[src/rtl/cache_drv_pkg.sv]
// Shared types for the cache-memory request driver: request payload, FSM states, default widths.
package cache_drv_pkg;

  localparam int unsigned ADDR_W = 5;
  localparam int unsigned DATA_W = 8;

  typedef struct packed {
    logic              wr;
    logic [ADDR_W-1:0] addr;
    logic [DATA_W-1:0] wdata;
  } req_t;

  typedef enum logic [1:0] {
    ST_IDLE,
    ST_ISSUE,
    ST_WAIT,
    ST_RESP
  } drv_state_t;

endpackage

[src/rtl/cache_req_fifo.sv]
// Synchronous request FIFO; pointers carry one extra wrap bit so full/empty come from an MSB compare.
module cache_req_fifo
  import cache_drv_pkg::*;
#(
  parameter int unsigned DEPTH = 4,
  parameter type         T     = req_t
) (
  input  logic clk,
  input  logic rst,
  input  logic push,
  input  logic pop,
  input  T     wdata,
  output T     rdata,
  output logic full,
  output logic empty
);

  localparam int unsigned IDX_W = $clog2(DEPTH);
  localparam int unsigned PTR_W = IDX_W + 1;

  T                 mem [DEPTH];
  logic [PTR_W-1:0] wr_ptr;
  logic [PTR_W-1:0] rd_ptr;

  assign empty = (wr_ptr == rd_ptr);
  assign full  = (wr_ptr[PTR_W-1] != rd_ptr[PTR_W-1]) &&
                 (wr_ptr[IDX_W-1:0] == rd_ptr[IDX_W-1:0]);
  assign rdata = mem[rd_ptr[IDX_W-1:0]];

  always_ff @(posedge clk or posedge rst) begin
    if (rst) begin
      wr_ptr <= '0;
      rd_ptr <= '0;
    end else begin
      if (push && !full)
        wr_ptr <= wr_ptr + PTR_W'(1);
      if (pop && !empty)
        rd_ptr <= rd_ptr + PTR_W'(1);
    end
  end

  // Storage is not reset; only entries between the pointers are ever read.
  always_ff @(posedge clk) begin
    if (push && !full)
      mem[wr_ptr[IDX_W-1:0]] <= wdata;
  end

endmodule

[src/rtl/cache_mem_driver.sv]
// Cache-memory port initiator: queues requests, issues single-cycle rd_en/wr_en strobes, returns reads.
// Optional CACHE_DRV_STATS_EN adds saturating 16-bit rd_cnt/wr_cnt strobe counters.
module cache_mem_driver
  import cache_drv_pkg::*;
#(
  parameter int unsigned ADDR_W  = cache_drv_pkg::ADDR_W,
  parameter int unsigned DATA_W  = cache_drv_pkg::DATA_W,
  parameter int unsigned Q_DEPTH = 4,
  parameter int unsigned RD_LAT  = 1
) (
  input  logic              clk,
  input  logic              rst,
  input  logic              req_valid,
  output logic              req_ready,
  input  logic              req_wr,
  input  logic [ADDR_W-1:0] req_addr,
  input  logic [DATA_W-1:0] req_wdata,
  output logic              rsp_valid,
  input  logic              rsp_ready,
  output logic [ADDR_W-1:0] rsp_addr,
  output logic [DATA_W-1:0] rsp_rdata,
  output logic              rd_en,
  output logic              wr_en,
  output logic [ADDR_W-1:0] addr,
  output logic [DATA_W-1:0] data_in,
  input  logic [DATA_W-1:0] data_out,
  output logic              busy
`ifdef CACHE_DRV_STATS_EN
  ,
  output logic [15:0]       rd_cnt,
  output logic [15:0]       wr_cnt
`endif
);

  localparam int unsigned CNT_W = 2;

  typedef struct packed {
    logic              wr;
    logic [ADDR_W-1:0] addr;
    logic [DATA_W-1:0] wdata;
  } drv_req_t;

  drv_state_t       state;
  logic [CNT_W-1:0] lat_cnt;
  drv_req_t         push_req;
  drv_req_t         head;
  logic             fifo_full;
  logic             fifo_empty;
  logic             push_c;
  logic             pop_c;

  assign push_req.wr    = req_wr;
  assign push_req.addr  = req_addr;
  assign push_req.wdata = req_wdata;

  assign req_ready = !fifo_full;
  assign push_c    = req_valid && !fifo_full;
  assign busy      = !fifo_empty || (state != ST_IDLE);

  // Pop from IDLE, or chain straight on from a write so queued writes stream one per clock.
  assign pop_c = !fifo_empty && ((state == ST_IDLE) || ((state == ST_ISSUE) && wr_en));

  cache_req_fifo #(
    .DEPTH (Q_DEPTH),
    .T     (drv_req_t)
  ) u_fifo (
    .clk   (clk),
    .rst   (rst),
    .push  (push_c),
    .pop   (pop_c),
    .wdata (push_req),
    .rdata (head),
    .full  (fifo_full),
    .empty (fifo_empty)
  );

  always_ff @(posedge clk or posedge rst) begin
    if (rst) begin
      state     <= ST_IDLE;
      lat_cnt   <= '0;
      rd_en     <= 1'b0;
      wr_en     <= 1'b0;
      addr      <= '0;
      data_in   <= '0;
      rsp_valid <= 1'b0;
      rsp_addr  <= '0;
      rsp_rdata <= '0;
    end else begin
      rd_en <= 1'b0;
      wr_en <= 1'b0;

      // Strobes are registered, so the ISSUE cycle is the one after the pop edge.
      if (pop_c) begin
        rd_en <= !head.wr;
        wr_en <= head.wr;
        addr  <= head.addr;
        if (head.wr)
          data_in <= head.wdata;
      end

      case (state)
        ST_IDLE: begin
          if (!fifo_empty)
            state <= ST_ISSUE;
        end
        ST_ISSUE: begin
          if (rd_en) begin
            state   <= ST_WAIT;
            lat_cnt <= CNT_W'(RD_LAT);
          end else if (fifo_empty) begin
            state <= ST_IDLE;
          end
        end
        ST_WAIT: begin
          if (lat_cnt == CNT_W'(1)) begin
            rsp_rdata <= data_out;
            rsp_addr  <= addr;
            rsp_valid <= 1'b1;
            state     <= ST_RESP;
          end
          lat_cnt <= lat_cnt - CNT_W'(1);
        end
        ST_RESP: begin
          if (rsp_ready) begin
            rsp_valid <= 1'b0;
            state     <= ST_IDLE;
          end
        end
        default: state <= ST_IDLE;
      endcase
    end
  end

`ifdef CACHE_DRV_STATS_EN
  // Count strobes as they appear on the port; hold at all-ones.
  always_ff @(posedge clk or posedge rst) begin
    if (rst) begin
      rd_cnt <= '0;
      wr_cnt <= '0;
    end else begin
      if (rd_en && (rd_cnt != 16'hFFFF))
        rd_cnt <= rd_cnt + 16'd1;
      if (wr_en && (wr_cnt != 16'hFFFF))
        wr_cnt <= wr_cnt + 16'd1;
    end
  end
`endif

endmodule

[config.mk]
export PLATFORM = sky130hd
export DESIGN_NAME = cache_mem_driver
export DESIGN_NICKNAME = d
export VERILOG_FILES = /design/src/rtl/cache_drv_pkg.sv /design/src/rtl/cache_req_fifo.sv /design/src/rtl/cache_mem_driver.sv
export SDC_FILE = /design/constraint.sdc
export NUM_CORES = 1
export LEC_CHECK = 0
export CAP_MARGIN = 25
export CORE_ASPECT_RATIO = 1.2
export CORE_UTILIZATION = 50
export CTS_CLUSTER_SIZE = 16
export DETAILED_ROUTE_END_ITERATION = 8
export MAX_ROUTING_LAYER = met4
export PLACE_DENSITY_LB_ADDON = 0.25
export SYNTH_ARGS = -nofsm -noshare
export SYNTH_HDL_FRONTEND = slang
export SYNTH_SLANG_ARGS = --single-unit
[constraint.sdc]
create_clock -name clk -period 4.5 [get_ports clk]
set_clock_uncertainty 0.1 [all_clocks]
set_input_delay 0.9 -clock clk [delete_from_list [all_inputs] [get_ports clk]]
set_output_delay 0.9 -clock clk [all_outputs]
set_load 0.005 [all_outputs]
==> flow_metrics.env <==
export IMPL_syn2layout_area_growth_pct=22.2
export IMPL_synth_edf_count=56
export IMPL_ant_nets=0
export IMPL_synthArstFlopShare=0.411
export IMPL_cts_hold_buf=0
export IMPL_setup_viol=0
export IMPL_cts_setup_buffers=0
export IMPL_cts_tree="built"
export IMPL_wl_met3_um=245
export IMPL_yosysSeqAreaShare=0.719
export IMPL_cts_resized=0
export IMPL_cp_cell_sequence="xnor2_1, nand3_1, or3_1, clkdlybuf4s50_1"
export IMPL_wl_met2_mm=3.06
export IMPL_n_antenna_cell=0
export IMPL_avgSynthCellArea_um2=18.9
export IMPL_hold_path_class="register to register"
export IMPL_worstPathRequired_ns=3.50
export IMPL_clockRootBuffer="clkbuf_8"
export IMPL_startpoint_type="register"
export IMPL_groute_usage_overall=0.187
export IMPL_wl_per_cell_um=17.3
export IMPL_num_io_pins=57
export IMPL_core_area_um2=7190
export IMPL_fin_crit_sh=0.774
export IMPL_hp_start="rsp_addr[1]$_DFFE_PP0P_"
export IMPL_post_route_min_period_ns=3.49
export IMPL_routed_via_density=5.25
export IMPL_synth_distinct_cells=30
export IMPL_fin_nets=290
export IMPL_grt_antenna_before_repair=0
export IMPL_max_stage_delay_ns=0.67
export IMPL_worstMarginPinSlew_ns=0.799
export IMPL_htreeDepth=3
export IMPL_synth_top_area_share=0.455
export IMPL_grt_max_degree=22
export IMPL_ys_seq_elements=95
export IMPL_critPathKind="register to primary output"
export IMPL_grt_pass1_vias=1961
export IMPL_netlist_instances=196
export IMPL_wl_mm=6.11
export IMPL_slew_violations=0
export IMPL_grt_overflow=0
export IMPL_mostFrequentLayoutCells="56 x clkdlybuf4s50_1, 56 x edfxtp_1, 39 x dfrtp_1"
export IMPL_leakage_nw=1.67
export IMPL_synth_ff_type="edfxtp_1"
export IMPL_rsz0062_at_grt="false"
export IMPL_initial_core_util=0.514
export IMPL_worst_setup_path_end_kind="primary output"
export IMPL_synthesis_area_um2=3700
export IMPL_worstReg2RegStart="u_fifo.rd_ptr[1]$_DFFE_PP0P_"
export IMPL_dp_hpwl_mm=4.03
export IMPL_first_pass_iters=4
export IMPL_hold_ws_ns=0.406
export IMPL_cp_slowest_cell="dfrtp_1"
export IMPL_wl_met1_mm=2.68
export IMPL_seq_area_um2=2660
export IMPL_power_mw=3.03
export IMPL_dp_cells=337
export IMPL_yosys_warnings=0
export IMPL_synth_top_area_cell="edfxtp_1"
export IMPL_die_h_um=96.2
export IMPL_fill_cells=538
export IMPL_row_count=34
export IMPL_vias=1852
export IMPL_stdcell_count=353
export IMPL_synth_area_top_cells="edfxtp_1 45%, dfrtp_1 26%, mux4_2 8.5%"
export IMPL_first_iter_violations=102
export IMPL_clkSlewWorstSetupHoldPaths_ns=0.09
export IMPL_setup_worst_path_start="u_fifo.rd_ptr[1]$_DFFE_PP0P_"
export IMPL_p_per_area_nw_per_um2=671
export IMPL_cts_made_buffers=9
export IMPL_setup_tns_ns=0
export IMPL_crit_fanout=17
export IMPL_die_w_um=80.5
export IMPL_io_buffers=56
export IMPL_grt_pass1_wl_mm=9.84
export IMPL_cts_num_sinks=95
export IMPL_slew_headroom=0.467
export IMPL_fmax_mhz=287
export IMPL_multi_input_area_um2=980
export IMPL_drv_cap=0
export IMPL_insertion_delay_ns=0.35
export IMPL_syn_num_nets=228
export IMPL_top_layer="met4"
export IMPL_cts_buffer_depth=2
export IMPL_ir_worst_vdd_mv=0.334
export IMPL_drc=0
export IMPL_cp_arrival_ns=2.49
export IMPL_status="complete, no violations"
export IMPL_layout_drive_gt1_share=0.228
export IMPL_hold_viol=0
export IMPL_dieArea_um2=7750
export IMPL_gp_congestion=0.744
## kinds of logic after synthesis
group / share of synthesized area
buffers and inverters: 0.0166
AOI/OAI and AO/OA: 0.0267
muxes: 0.167
adders and majority gates: 0.0203
xor gates and xnor gates: 0.0210
and+or+nand+nor: 0.0294
DFF: 0.719
## where the power goes
group	internal (mW)	leakage (nW)	switching, mW
clock network	0.203	0.0805	0.291
logic	0.670	0.611	0.459
registers	1.23	0.975	0.178
total	2.11	1.67	0.928
## area by class of cell
type                    count  share of cell area
flip-flops and latches     95               0.588
multi-input cells          88               0.217
repair buffers             58               0.127
clock buffers              10              0.0282
well taps                  90              0.0249
clock inverters             6             0.00996
inverters                   6             0.00498
## registers in the layout, indices dropped and copies added, names as in the netlist, named ones only
signal and cells:
lat_cnt 2, u_fifo.rd_ptr 3, u_fifo.wr_ptr 3, rsp_valid 1, addr 5, wr_en 1
u_fifo.mem 56, state 1, data_in 8, rsp_addr 5, rsp_rdata 8, rd_en 1
## per-stage QoR
step	utilization	instance area, um^2	setup slack (ns)
after floorplan	-	3700	2.19
after global placement	0.605	4350	1.41
after detailed placement	0.605	4350	1.40
after CTS	0.629	4520	0.999
after global routing	0.629	4520	0.863
final	0.629	4520	1.01
## worst max-delay path, delay by kind of cell, from the launching register on
kind | cells | cell delay [ns]
AND/OR/NAND/NOR | 2 | 0.48
buffers and inverters | 1 | 0.45
XOR/XNOR | 1 | 0.53
flip-flops | 1 | 0.67
## synth_stat cells, drive strengths merged (2+ instances only)
cell type and number:
xnor2 5, buf 4, dfrtp 39, a31oi 2, a21oi 5, mux4 14
and2 4, nor2 2, mux2 27, nand2 7, nor2b 2, nand3 2
ha 6, xor2 3, inv 6, clkbuf 3, o21ai 2, edfxtp 56
## final timing paths
check	to	cells past startpoint	slack, ns
max	busy	4	1.01
min	rsp_addr[1]$_DFFE_PP0P_	1	0.41
max reg2reg	u_fifo.mem[3][2]$_DFFE_PP_	3	1.67
min reg2reg	rsp_addr[1]$_DFFE_PP0P_	1	0.41
max in group asynchronous	u_fifo.rd_ptr[0]$_DFFE_PP0P_	3	2.62
min in group asynchronous	lat_cnt[1]$_DFFE_PP0P_	2	0.89
## routing by layer
layer / GRT usage / vias to the layer above
li1: - / 866
met1: 0.224 / 924
met2: 0.302 / 53
met3: 0.0360 / 9
met4: 0.0938 / 0
met5: - / -
Power figures use the tool's default switching activity.
